[src/rtl/serial_subtractor.sv]
// Bit-serial two's-complement subtractor: diff = a - b - borrow_in, one bit per clock, LSB first.
// Start/done handshake; results and flags hold until the next accepted start.
module serial_subtractor #(
  parameter int unsigned WIDTH = 8
) (
  input  logic             clk,
  input  logic             rst_n,
  input  logic             start,
  input  logic [WIDTH-1:0] a,
  input  logic [WIDTH-1:0] b,
  input  logic             borrow_in,
  output logic             busy,
  output logic             done,
  output logic [WIDTH-1:0] diff,
  output logic             borrow_out,
  output logic             zero,
  output logic             overflow
);

  localparam int unsigned CntW = $clog2(WIDTH);

  typedef enum logic [1:0] {StIdle, StShift, StDone} state_e;

  state_e            state_q, state_d;
  logic [CntW-1:0]   cnt_q, cnt_d;
  logic [WIDTH-1:0]  ra_q, ra_d;
  logic [WIDTH-1:0]  rb_q, rb_d;
  logic [WIDTH-1:0]  sr_q, sr_d;
  logic              br_q, br_d;
  logic              a_msb_q, a_msb_d;
  logic              b_msb_q, b_msb_d;
  logic              borrow_q, borrow_d;
  logic              zero_q, zero_d;
  logic              ovf_q, ovf_d;

  logic              x, y, d_bit, br_nxt;
  logic [WIDTH-1:0]  diff_fin;

  always_comb begin
    state_d  = state_q;
    cnt_d    = cnt_q;
    ra_d     = ra_q;
    rb_d     = rb_q;
    sr_d     = sr_q;
    br_d     = br_q;
    a_msb_d  = a_msb_q;
    b_msb_d  = b_msb_q;
    borrow_d = borrow_q;
    zero_d   = zero_q;
    ovf_d    = ovf_q;

    // Full-subtractor cell on the current LSBs
    x        = ra_q[0];
    y        = rb_q[0];
    d_bit    = x ^ y ^ br_q;
    br_nxt   = (~x & y) | (~(x ^ y) & br_q);
    diff_fin = {d_bit, sr_q[WIDTH-1:1]};

    case (state_q)
      StIdle: begin
        if (start) begin
          ra_d    = a;
          rb_d    = b;
          br_d    = borrow_in;
          a_msb_d = a[WIDTH-1];
          b_msb_d = b[WIDTH-1];
          cnt_d   = '0;
          state_d = StShift;
        end
      end
      StShift: begin
        ra_d  = ra_q >> 1;
        rb_d  = rb_q >> 1;
        sr_d  = diff_fin;
        br_d  = br_nxt;
        cnt_d = cnt_q + 1'b1;
        if (cnt_q == CntW'(WIDTH - 1)) begin
          // Last bit: diff_fin is the complete result, so flags update together with it
          state_d  = StDone;
          cnt_d    = '0;
          borrow_d = br_nxt;
          zero_d   = (diff_fin == '0);
          ovf_d    = (a_msb_q != b_msb_q) && (d_bit != a_msb_q);
        end
      end
      StDone:  state_d = StIdle;
      default: state_d = StIdle;
    endcase
  end

  always_ff @(posedge clk or negedge rst_n) begin
    if (!rst_n) begin
      state_q  <= StIdle;
      cnt_q    <= '0;
      ra_q     <= '0;
      rb_q     <= '0;
      sr_q     <= '0;
      br_q     <= 1'b0;
      a_msb_q  <= 1'b0;
      b_msb_q  <= 1'b0;
      borrow_q <= 1'b0;
      zero_q   <= 1'b0;
      ovf_q    <= 1'b0;
    end else begin
      state_q  <= state_d;
      cnt_q    <= cnt_d;
      ra_q     <= ra_d;
      rb_q     <= rb_d;
      sr_q     <= sr_d;
      br_q     <= br_d;
      a_msb_q  <= a_msb_d;
      b_msb_q  <= b_msb_d;
      borrow_q <= borrow_d;
      zero_q   <= zero_d;
      ovf_q    <= ovf_d;
    end
  end

  assign busy       = (state_q == StShift);
  assign done       = (state_q == StDone);
  assign diff       = sr_q;
  assign borrow_out = borrow_q;
  assign zero       = zero_q;
  assign overflow   = ovf_q;

endmodule
[config.mk]
export PLATFORM = sky130hd
export DESIGN_NAME = serial_subtractor
export DESIGN_NICKNAME = d
export VERILOG_FILES = /design/src/rtl/serial_subtractor.sv
export SDC_FILE = /design/constraint.sdc
export NUM_CORES = 1
export LEC_CHECK = 0
export ABC_CLOCK_PERIOD_IN_PS = 2000
export BUFFER_PORTS_ARGS = -buffer_cell sky130_fd_sc_hd__buf_2
export CORE_MARGIN = 3
export CORE_UTILIZATION = 43
export CTS_BUF_LIST = sky130_fd_sc_hd__clkbuf_2 sky130_fd_sc_hd__clkbuf_4 sky130_fd_sc_hd__clkbuf_8
export DETAILED_ROUTE_END_ITERATION = 10
export PLACE_DENSITY = 0.7
export SYNTH_ARGS = -nofsm -noshare
export SYNTH_HDL_FRONTEND = slang
export SYNTH_SLANG_ARGS = --single-unit
[constraint.sdc]
create_clock -name clk -period 2 [get_ports clk]
set_input_delay 0.1 -clock clk [delete_from_list [all_inputs] [get_ports clk]]
set_output_delay 0.1 -clock clk [all_outputs]
set_load 0.1 [all_outputs]
======== Yosys cells after proc, flatten, opt, wreduce, memory -nomap -nowiden ========
Cells that the tools add are included.
cells by class
  add/subtract/negate cells ............... 1
  equal/unequal tests ..................... 7
  multiplexer cells ....................... 12
  bitwise gates (word level) .............. 7
  reduce and logical (&&, ||, !) cells .... 8
operators by type and width
  operator                                                                  number
  8-bit case mux with 2 select lines                                        2
  8-bit 2-to-1 mux                                                          2
  8-bit zero test                                                           1
  2-bit AND reduction                                                       4
  3-bit 2-to-1 mux                                                          2
  3-bit case mux with 2 select lines                                        1
  2-bit 2-to-1 mux                                                          2
  2-bit case mux with 2 select lines                                        1
  3-bit by 1-bit adder with 3-bit output (second input constant)            1
  3-bit == test (second input constant)                                     1
  1-bit AND                                                                 2
  2-bit by 1-bit == test with 1-bit output (second input constant)          1
  2-bit == test (second input constant)                                     1
  2-bit zero test                                                           1
  1-bit inequality test                                                     2
  2-bit by 1-bit inequality test with 1-bit output (second input constant)  1
  2-bit inequality test (second input constant)                             1
  1-bit NOT                                                                 2
  1-bit case mux with 2 select lines                                        1
  2-bit nonzero test                                                        1
  1-bit bitwise XOR                                                         2
  1-bit logical AND                                                         1
  1-bit 2-to-1 mux                                                          1
  1-bit bitwise OR                                                          1
word-level totals
  bits in registers ....................... 35
  input bits .............................. 20
  output and inout bits ................... 13
  word-level logic and storage cells ...... 46

======== Logic depth before layout (Yosys ltp) ========
  depth after elaboration ................. 5
  gate-level depth with buffers ........... 6

======== Worst setup path after synthesis ========
No wires, ideal clock.
  path kind ............................... register to output
  start point ............................. reg state_q[1]
  end point ............................... out done
  data arrival time ....................... 1.832 ns
  required time ........................... 1.900 ns
  setup slack ............................. 0.068 ns
  cell stages (with the launch flop) ...... 2
  path buffers ............................ 0
  path through ............................ dfrtp_1 -> nor2b_1
on the way
  longest elaborated chain between the ends .. 1
RTL lines
  item                      line  source
  start: declaration        24    state_e state_q, state_d;
  start signal: assignment  93    state_q <= StIdle;
  start signal: assignment  105   state_q <= state_d;
  2-bit == test             120   assign done = (state_q == StDone);
  end: declaration          13    output logic done,
Every way passes these cells.

======== Worst setup path after layout ========
  start point ............................. reg state_q[0]
  end point ............................... reg rb_q[4]
on the way
  longest elaborated chain between the ends .. 3
  elaborated cells between the ends (all ways) .. 6
RTL lines
  item                                                                                line  source
  2-bit by 1-bit == test with 1-bit output / 2-bit zero test (equally long branches)  59    case (state_q)
  2-bit nonzero test (no line) / 2-bit inequality test (equally long branches)        -
  2-bit AND reduction (no line)                                                       -
  end signal: assignment                                                              108   rb_q <= rb_d;
  end: declaration                                                                    27    logic [WIDTH-1:0] rb_q, rb_d;
Several ways; a longest one is shown, not always the timed one.
A chain may end at the register's enable or synchronous reset.

==> metrics.yaml <==
synthAdderAreaFrac: 0.0281
fmax_mhz: 577
synth_xor_area_frac: 0
die_area_sq_um: 4500
cts_max_path_buffers: 2
fp.coreArea_sq_um: 3470
cts_setup_buffers: 0
synthMuxAreaShare: 0.172
routed_wl_um: 2850
ys_warn_count: 0
max-slew-margin-rel: 0.255
grt_max_degree: 36
hold_violations: 0
maxCapViolations: 0
synth-seq-cells: 35
tightest_slew_ps: 1120
via_per_inst: 4.90
start_util: 0.463
overflow: 0
grt_pass1_vias: 1073
grt_usage: 0.145
netlist_area_sq_um: 1610
drc: 0
clkSinkCount: 35
wl_per_cell_um: 13.0
ys_seq_area_frac: 0.546
fin_crit_sh: 0.867
rows: 21
period_minus_slack_ps: 1730
cts.clk_slew.worst_paths_ps: 70
cts.htree.levels: 2
hpwlAfterDp_um: 2070
area_growth_pct: 18.4
synth_area_per_cell_sq_um: 11.6
die_width_um: 67.1
portBuffers: 32
synth_compound_area_frac: 0.0904
maxSlewViolCount: 0
critPathKind: "flop to flop"
cts-root-buf: "clkbuf_8"
cts_resized: 0
hold_buffers: 1
cp_top_family: "compound AO/OA/AOI/OAI gates"
num_vias: 1074
synth_top_family_by_area: "multiplexers"
cts_tree: "yes"
syn_nets: 161
hold_path.class: "primary input to flop"
outcome: "finished clean"
yosysTopAreaCellShare: 0.546
ant_nets: 0
worstPathMaxFanout: 33
required_ps: 2120
drive_above_1_share: 0.306
syn_inst: 138
slowest_delay_ps: 910
setup_viol: 0
cts_buffers: 5
synth.area.top_cells: "dfrtp_1 55%, mux2i_1 10%, mux2_2 6.3%, nand2_1 5.4%, o21ai_1 5.0%"
antenna_found_initial: 0
ys_types: 24
drtIter0Drc: 112
grt_pass1_wl_um: 4770
end_kind: "flop"
diodes: 0
top_level_ports: 33
drtPass1Iterations: 4
crit_path_top_delay_cell: "o21bai_2"
cp_cell_sequence: "o21bai_2 > o21ai_1"
nNetsFinal: 195
gp_congestion: 0.679
die_h_um: 67.1
synth-simple-area-share: 0.105
synth_top_area_cell: "dfrtp_1"
clk_latency_ps: 290
fin_skew_ps: 5.33
rsz0062_at_grt: "no"
startpoint_type: "flop"
finalSetupTns_ps: 0
cp.arrival_ps: 1850
path_buf_inv: 0
[routing by layer]
metal  wire, um  vias to the layer above  global-route usage
li1           -                      539                   -
met2       1330                       26               0.220
met1       1280                      503               0.184
met3        190                        6              0.0573
met5          0                        -                   0
met4         51                        0              0.0608
[worst reg2reg max path, stage by stage (launching register included)]
cell and delay [ps]:
dfrtp_1 460, o21bai_2 910, o21ai_1 190
[placed cells by master (no fill, tap or decap), types with 2 or more instances in the layout]
master    netlist  routed
dfrtp_1        35      35
buf_2           2      31
nand2_1        23      23
mux2i_1        16      16
o21ai_1        16      16
mux2_2          9       9
clkbuf_8        0       7
nor2b_1         6       6
inv_1           5       5
o21ai_0         5       5
a21oi_1         3       3
a22o_1          2       2
nor4_1          2       2
ha_1            2       2
buf_12          1       2
[cell families after synthesis]
kind of cell / count (synthesis)
simple gates: 35
flops: 35
compound gates: 27
mux: 26
buf+inv: 12
fa+ha+maj: 3
[final cells by class]
| cell class | count | area [sq um] |
|---|---|---|
| Sequential cell | 35 | 876 |
| Multi-Input combinational cell | 91 | 639 |
| Tap cell | 46 | 57.6 |
| Clock buffer | 8 | 104 |
| Timing Repair Buffer | 34 | 205 |
| Fill cell | 313 | 1570 |
| Inverter | 5 | 18.8 |
[registers in the layout (all words and copies together), names as in the netlist, 2 cells and up]
signal and flops:
state_q 2, diff 8, ra_q 8, cnt_q 3, rb_q 8
[through the flow]
step	util	cell area, sq um	worst slack (ps)	hold slack, ps	instances
after floorplan	-	1610	68.3	-196	138
after CTS	0.548	1900	221	64.9	219
after global routing	0.548	1900	45.6	63.6	219
after global placement	0.515	1790	330	199	210
after detailed placement	0.515	1790	231	214	210
final	0.548	1900	266	69.6	219
[synthesized netlist by cell type, drive strengths merged]
library cell  instances
a21oi                 3
a22o                  2
buf                   7
o21bai                1
nor2b                 7
nand2                23
dfrtp                35
nand3b                1
nor2                  1
nor3b                 1
fa                    1
o21ai                21
inv                   5
mux2i                16
nor4                  2
mux2                 10
ha                    2
[path summary, 6_finish.rpt]
| path | cells past startpoint | slack [ps] | startpoint | end |
|---|---|---|---|---|
| max in group asynchronous | 2 | 1100 | rst_n | cnt_q[2] |
| max | 2 | 270 | state_q[0] | rb_q[4] |
| max reg2reg | 2 | 270 | state_q[0] | rb_q[4] |
| min in group asynchronous | 2 | 420 | rst_n | state_q[1] |
| min reg2reg | 1 | 480 | cnt_q[0] | cnt_q[0] |
| min | 2 | 70 | a[7] | a_msb_q |
Power is left out: the tool's default activity adds up to more than one toggle a clock period on the data nets, which glitch-free logic cannot reach.
